### config.mk
export PLATFORM = sky130hd
export DESIGN_NAME = iq_stream_splitter
export DESIGN_NICKNAME = d
export VERILOG_FILES = /design/src/rtl/iq_stream_splitter.sv
export SDC_FILE = /design/constraint.sdc
export NUM_CORES = 1
export LEC_CHECK = 0
export ABC_AREA = 1
export BUFFER_PORTS_ARGS = -buffer_cell sky130_fd_sc_hd__buf_2
export CAP_MARGIN = 25
export CORE_ASPECT_RATIO = 1.1
export CORE_MARGIN = 4
export CORE_UTILIZATION = 51
export CTS_CLUSTER_SIZE = 10
export DETAILED_ROUTE_END_ITERATION = 10
export PLACE_DENSITY = 0.74
export SYNTH_ARGS = -nofsm -noshare
export SYNTH_HDL_FRONTEND = slang
export SYNTH_SLANG_ARGS = --single-unit
### constraint.sdc
create_clock -name aclk -period 5.7 [get_ports aclk]
set_input_delay 1.14 -clock aclk [delete_from_list [all_inputs] [get_ports aclk]]
set_output_delay 1.14 -clock aclk [all_outputs]
set_load 0.02 [all_outputs]
### src/rtl/iq_stream_splitter.sv
// ---------------------------------------------------------------------------
// iq_stream_splitter
//
// Splits an AXI-Stream of interleaved I/Q words into two independent
// half-width channel streams (I and Q), each buffered by its own FIFO.
// Every accepted input beat is written into both FIFOs in the same cycle;
// the two channels then drain independently under their own tready.
//
// Extraction modes (latched on the first beat of each packet):
//   mode 0 : bit-interleaved, even bits -> Q, odd bits -> I
//   mode 1 : half-split, low half -> Q, high half -> I
//   swap   : exchanges the I and Q destinations after extraction
//
// Ports
//   aclk, sreset                      clock, synchronous active-high reset
//   s_axis_tdata/tvalid/tready/tlast  input stream
//   cfg_mode, cfg_swap                extraction configuration
//   i_tdata/tvalid/tready/tlast       I channel output stream
//   q_tdata/tvalid/tready/tlast       Q channel output stream
//   i_burst_last, q_burst_last        last beat of the last packet of a burst
//   packet_count                      index of the packet being accepted
// ---------------------------------------------------------------------------
module iq_stream_splitter #(
    parameter int TDATA_WIDTH = 64,
    parameter int FIFO_DEPTH  = 4,
    parameter int BURST_SIZE  = 2
) (
    input  logic                            aclk,
    input  logic                            sreset,
    input  logic [TDATA_WIDTH-1:0]          s_axis_tdata,
    input  logic                            s_axis_tvalid,
    output logic                            s_axis_tready,
    input  logic                            s_axis_tlast,
    input  logic                            cfg_mode,
    input  logic                            cfg_swap,
    output logic [TDATA_WIDTH/2-1:0]        i_tdata,
    output logic                            i_tvalid,
    input  logic                            i_tready,
    output logic                            i_tlast,
    output logic                            i_burst_last,
    output logic [TDATA_WIDTH/2-1:0]        q_tdata,
    output logic                            q_tvalid,
    input  logic                            q_tready,
    output logic                            q_tlast,
    output logic                            q_burst_last,
    output logic [$clog2(BURST_SIZE)-1:0]   packet_count
);

    localparam int HW  = TDATA_WIDTH / 2;
    localparam int AW  = $clog2(FIFO_DEPTH);
    localparam int PCW = $clog2(BURST_SIZE);
    localparam int EW  = HW + 2;

    typedef enum logic {
        IDLE,
        IN_PACKET
    } state_t;

    state_t             state_q, state_d;
    logic               mode_q, mode_d;
    logic               swap_q, swap_d;
    logic [PCW-1:0]     packet_count_q, packet_count_d;

    // One shared write pointer: both FIFOs are always written together.
    // Pointers carry one extra bit so full and empty can be told apart.
    logic [AW:0]        wr_ptr_q, wr_ptr_d;
    logic [AW:0]        i_rd_ptr_q, i_rd_ptr_d;
    logic [AW:0]        q_rd_ptr_q, q_rd_ptr_d;

    // Entry layout: {burst_last, tlast, data}
    logic [EW-1:0]      i_mem [FIFO_DEPTH];
    logic [EW-1:0]      q_mem [FIFO_DEPTH];

    logic [AW:0]        i_count, q_count;
    logic               i_full, q_full, i_empty, q_empty;
    logic               accept;
    logic               eff_mode, eff_swap;
    logic               burst_last_in;
    logic [HW-1:0]      ext_i, ext_q, bit_i, bit_q;
    logic [EW-1:0]      i_entry_in, q_entry_in;
    logic [EW-1:0]      i_head, q_head;
    logic               i_pop, q_pop;

    // Occupancy and status flags derive purely from registered pointers,
    // so input readiness never depends on a same-cycle pop.
    always_comb begin
        i_count = wr_ptr_q - i_rd_ptr_q;
        q_count = wr_ptr_q - q_rd_ptr_q;
        i_full  = (i_count == (AW+1)'(FIFO_DEPTH));
        q_full  = (q_count == (AW+1)'(FIFO_DEPTH));
        i_empty = (i_count == '0);
        q_empty = (q_count == '0);
    end

    // Input handshake and channel outputs. Valid/last outputs are forced low
    // during reset so nothing is presented while buffered state is cleared.
    always_comb begin
        s_axis_tready = !sreset && !i_full && !q_full;
        accept        = s_axis_tvalid && s_axis_tready;

        i_head        = i_mem[i_rd_ptr_q[AW-1:0]];
        q_head        = q_mem[q_rd_ptr_q[AW-1:0]];

        i_tvalid      = !sreset && !i_empty;
        q_tvalid      = !sreset && !q_empty;
        i_tdata       = i_head[HW-1:0];
        q_tdata       = q_head[HW-1:0];
        i_tlast       = i_tvalid && i_head[HW];
        q_tlast       = q_tvalid && q_head[HW];
        i_burst_last  = i_tvalid && i_head[HW+1];
        q_burst_last  = q_tvalid && q_head[HW+1];

        i_pop         = i_tvalid && i_tready;
        q_pop         = q_tvalid && q_tready;

        packet_count  = packet_count_q;
    end

    // The first beat of a packet uses the live cfg inputs (they are being
    // latched on that same beat); later beats use the latched copy.
    always_comb begin
        eff_mode = (state_q == IDLE) ? cfg_mode : mode_q;
        eff_swap = (state_q == IDLE) ? cfg_swap : swap_q;

        bit_i = '0;
        bit_q = '0;
        for (int j = 0; j < HW; j++) begin
            bit_q[j] = s_axis_tdata[2*j];
            bit_i[j] = s_axis_tdata[2*j+1];
        end

        if (eff_mode) begin
            ext_i = s_axis_tdata[TDATA_WIDTH-1:HW];
            ext_q = s_axis_tdata[HW-1:0];
        end else begin
            ext_i = bit_i;
            ext_q = bit_q;
        end

        burst_last_in = s_axis_tlast && (packet_count_q == PCW'(BURST_SIZE-1));

        if (eff_swap) begin
            i_entry_in = {burst_last_in, s_axis_tlast, ext_q};
            q_entry_in = {burst_last_in, s_axis_tlast, ext_i};
        end else begin
            i_entry_in = {burst_last_in, s_axis_tlast, ext_i};
            q_entry_in = {burst_last_in, s_axis_tlast, ext_q};
        end
    end

    // Next-state logic: packet FSM, cfg latch, packet counter and pointers.
    always_comb begin
        state_d        = state_q;
        mode_d         = mode_q;
        swap_d         = swap_q;
        packet_count_d = packet_count_q;
        wr_ptr_d       = wr_ptr_q;
        i_rd_ptr_d     = i_rd_ptr_q;
        q_rd_ptr_d     = q_rd_ptr_q;

        if (accept) begin
            wr_ptr_d = wr_ptr_q + (AW+1)'(1);

            if (state_q == IDLE) begin
                mode_d = cfg_mode;
                swap_d = cfg_swap;
            end

            if (s_axis_tlast) begin
                state_d = IDLE;
                if (packet_count_q == PCW'(BURST_SIZE-1)) begin
                    packet_count_d = '0;
                end else begin
                    packet_count_d = packet_count_q + PCW'(1);
                end
            end else begin
                state_d = IN_PACKET;
            end
        end

        if (i_pop) begin
            i_rd_ptr_d = i_rd_ptr_q + (AW+1)'(1);
        end
        if (q_pop) begin
            q_rd_ptr_d = q_rd_ptr_q + (AW+1)'(1);
        end
    end

    always_ff @(posedge aclk) begin
        if (sreset) begin
            state_q        <= IDLE;
            mode_q         <= 1'b0;
            swap_q         <= 1'b0;
            packet_count_q <= '0;
            wr_ptr_q       <= '0;
            i_rd_ptr_q     <= '0;
            q_rd_ptr_q     <= '0;
        end else begin
            state_q        <= state_d;
            mode_q         <= mode_d;
            swap_q         <= swap_d;
            packet_count_q <= packet_count_d;
            wr_ptr_q       <= wr_ptr_d;
            i_rd_ptr_q     <= i_rd_ptr_d;
            q_rd_ptr_q     <= q_rd_ptr_d;
        end
    end

    // Storage has no reset; validity is tracked entirely by the pointers.
    // accept is already held low during reset via s_axis_tready.
    always_ff @(posedge aclk) begin
        if (accept) begin
            i_mem[wr_ptr_q[AW-1:0]] <= i_entry_in;
            q_mem[wr_ptr_q[AW-1:0]] <= q_entry_in;
        end
    end

endmodule

==> flow_metrics.tcl <==
set metrics [dict create \
    avgSynthCellArea_sq_um 11.1 \
    synth_nets 1186 \
    wl_per_cell_um 20.3 \
    r2r_cells 7 \
    initialDrtViolationCount 829 \
    ys_top_cells_by_area "edfxtp_1, o21ai_0, nor2_1" \
    synth_edf_count 264 \
    status "complete, no violations" \
    ctsHtreeMaxLevel 2 \
    drv_cap 0 \
    leakage_uw 0.00542 \
    cts.sink_count 281 \
    drt-total-wl_um 31500 \
    cts_hold_buf 0 \
    rows 59 \
    finalSetupTns_ns 0 \
    antenna_found_initial 2 \
    num_vias 8901 \
    multi_input_area_sq_um 3340 \
    chipWidth_um 156 \
    drtPass1Iterations 6 \
    crit_arrival_ns 2.78 \
    tightestPinTransition_ns 1.05 \
    clkSlewWorstSetupHoldPaths_ns 0.05 \
    clock_tree.root_cell "clkbuf_16" \
    slowest_delay_ns 0.82 \
    ioPinCount 144 \
    post-synth-top-area-cell "edfxtp_1" \
    port_buffers 143 \
    worst_setup_path_end_kind "primary output" \
    ant_nets 0 \
    syn-cell-area_sq_um 12300 \
    place.gp.congestion 0.905 \
    synthFlopType "edfxtp_1" \
    fin_crit_ns 3.92 \
    worst_hold_path.endpoint "mode_q" \
    grt_pass1_wl_um 47000 \
    grt_usage_pct 23.1 \
    rsz0062_at_grt "false" \
    drv_slew 0 \
    cts_buffers 34 \
    ctsLongestPathBuffers 3 \
    synth_warnings 0 \
    dp_hpwl_um 20400 \
    cts_tree "built" \
    hold_depth 2 \
    post_cts_buffers 0 \
    reg2reg_slack_ns 2.60 \
    regArea_sq_um 8270 \
    vias_per_cell 5.75 \
    critPathMaxFanout 35 \
    synth.most_common_cell "edfxtp_1" \
    cp_slowest_cell "inv_1" \
    power.density_nw_per_um2 466 \
    max_freq_ghz 0.255 \
    synth_top_area_share_pct 64.7 \
    min_from "mode_q" \
    finClkSkew_ns 0.0142 \
    post-route-drc-count 0 \
    cts_resized 0 \
    die_h_um 171 \
    final_cells 1549 \
    rr_endpoint "i_mem[1][19]" \
    cp.required_ns 4.56 \
    final_nets 1313 \
    worst_hold_path_type "flip-flop to flip-flop" \
    die_area_sq_um 26600 \
    dpl_cell_area_sq_um 13100 \
    cp_top_family "buffers and inverters" \
    finalHoldViolations 0 \
    grt_max_degree 70 \
    crit_type "flip-flop to primary output" \
    cp_cell_sequence "buf_4 > inv_1 > o21ai_0 > o22ai_1 > buf_2" \
    layout-drive-gt1-share_pct 17.2 \
    first_global_vias 8393 \
    initial_core_util_pct 51.9 \
    crit_cells 5 \
    num_antenna_cells 0 \
    period_share_pct 68.7 \
    yosysSeqAreaShare_pct 67.5 \
    critPathBufInv 3 \
    fill_cells 1881 \
    whs_ns 0.486 \
    placed_cells 1497 \
    async_reset_ff_share_pct 0 \
    clk_latency_ns 0.49 \
    ir_drop_mv 0.240 \
    final_util_pct 60.0 \
    ys_seq_elements 281 \
    fin_area_sq_um 14200 \
    syn_inst 1104 \
    area_delta_synth_final_pct 15.7 \
    core_area_sq_um 23600 \
    slew_headroom_pct 29.9 \
    cp-start-kind "flip-flop" \
    r2r-start "wr_ptr_q[1]" \
    gr-total-overflow 0 \
    setup_viol 0 \
    synthDistinctLibCells 28 \
    ys_top_cells_by_count "edfxtp_1, nor2_1, o21ai_0" \
]
[metrics by stage]
stage	setup slack [ns]	power (uW)
final	1.78	6610
after global routing	1.64	6910
after CTS	1.75	6610
after detailed placement	2.00	4710
after global placement	2.09	4670
after floorplan	0.744	4040
[where the power goes]
part | switching (uW) | leakage (uW) | total [uW] | internal [uW]
registers | 54.4 | 0.00254 | 2680 | 2630
clock network | 738 | 0.000473 | 1900 | 1170
logic | 1480 | 0.00240 | 2020 | 542
[logic make-up after synthesis]
kind of cell | share of synthesized area, %
AOI/OAI and AO/OA | 14.0
xor gates and xnor gates | 0.286
adders and majority gates | 1.02
buffers and inverters | 5.62
DFF | 67.5
muxes | 1.63
and+or+nand+nor | 9.98
[cell type report]
class | instances | share of cell area, %
Multi-Input combinational cell | 673 | 23.6
Sequential cell | 281 | 58.4
Clock inverter | 1 | 0.0618
Tap cell | 305 | 2.69
Timing Repair Buffer | 160 | 6.36
Inverter | 81 | 2.15
Clock buffer | 48 | 6.82
[worst register-to-register path: cells and delay by family (launching register included)]
kind / cells / cell delay [ns]
buf+inv: 1 / 0.48
simple gates: 4 / 1.32
compound gates: 1 / 0.15
flops: 1 / 0.48
fa+ha+maj: 1 / 0.31
[routing by layer]
metal | GRT usage [%] | wire [um] | up-vias
met5 | 0 | 37 | -
met4 | 7.46 | 935 | 4
met3 | 6.02 | 3010 | 68
met2 | 38.6 | 15400 | 431
met1 | 29.8 | 12100 | 4239
li1 | - | - | 4159
[state kept, by name (all words and copies together) (netlist names), named ones only]
register      cells
swap_q            1
packet_count      1
state_q           1
q_mem           132
wr_ptr_q          3
q_rd_ptr_q        3
mode_q            1
i_mem           132
i_rd_ptr_q        3
[placed cells by master (no fill, tap or decap), types with 20 or more instances in the layout]
master and instances:
edfxtp_1 264, nand2_1 134, buf_2 143, clkbuf_16 37, o21ai_0 166, a21oi_1 36
inv_1 75, o21ai_1 52, mux2i_1 20, nor2_1 165, o22ai_1 64
[how the worst max path moves through the flow]
stage                             end  slack, ns
after CTS                 q_tdata[15]       1.75
after detailed placement  q_mem[0][6]       2.00
after floorplan           i_mem[0][0]       0.74
after global placement    q_mem[0][9]       2.09
final                     q_tdata[15]       1.78
after global routing      q_tdata[15]       1.64
No activity file was read; power rests on OpenSTA's default activity.
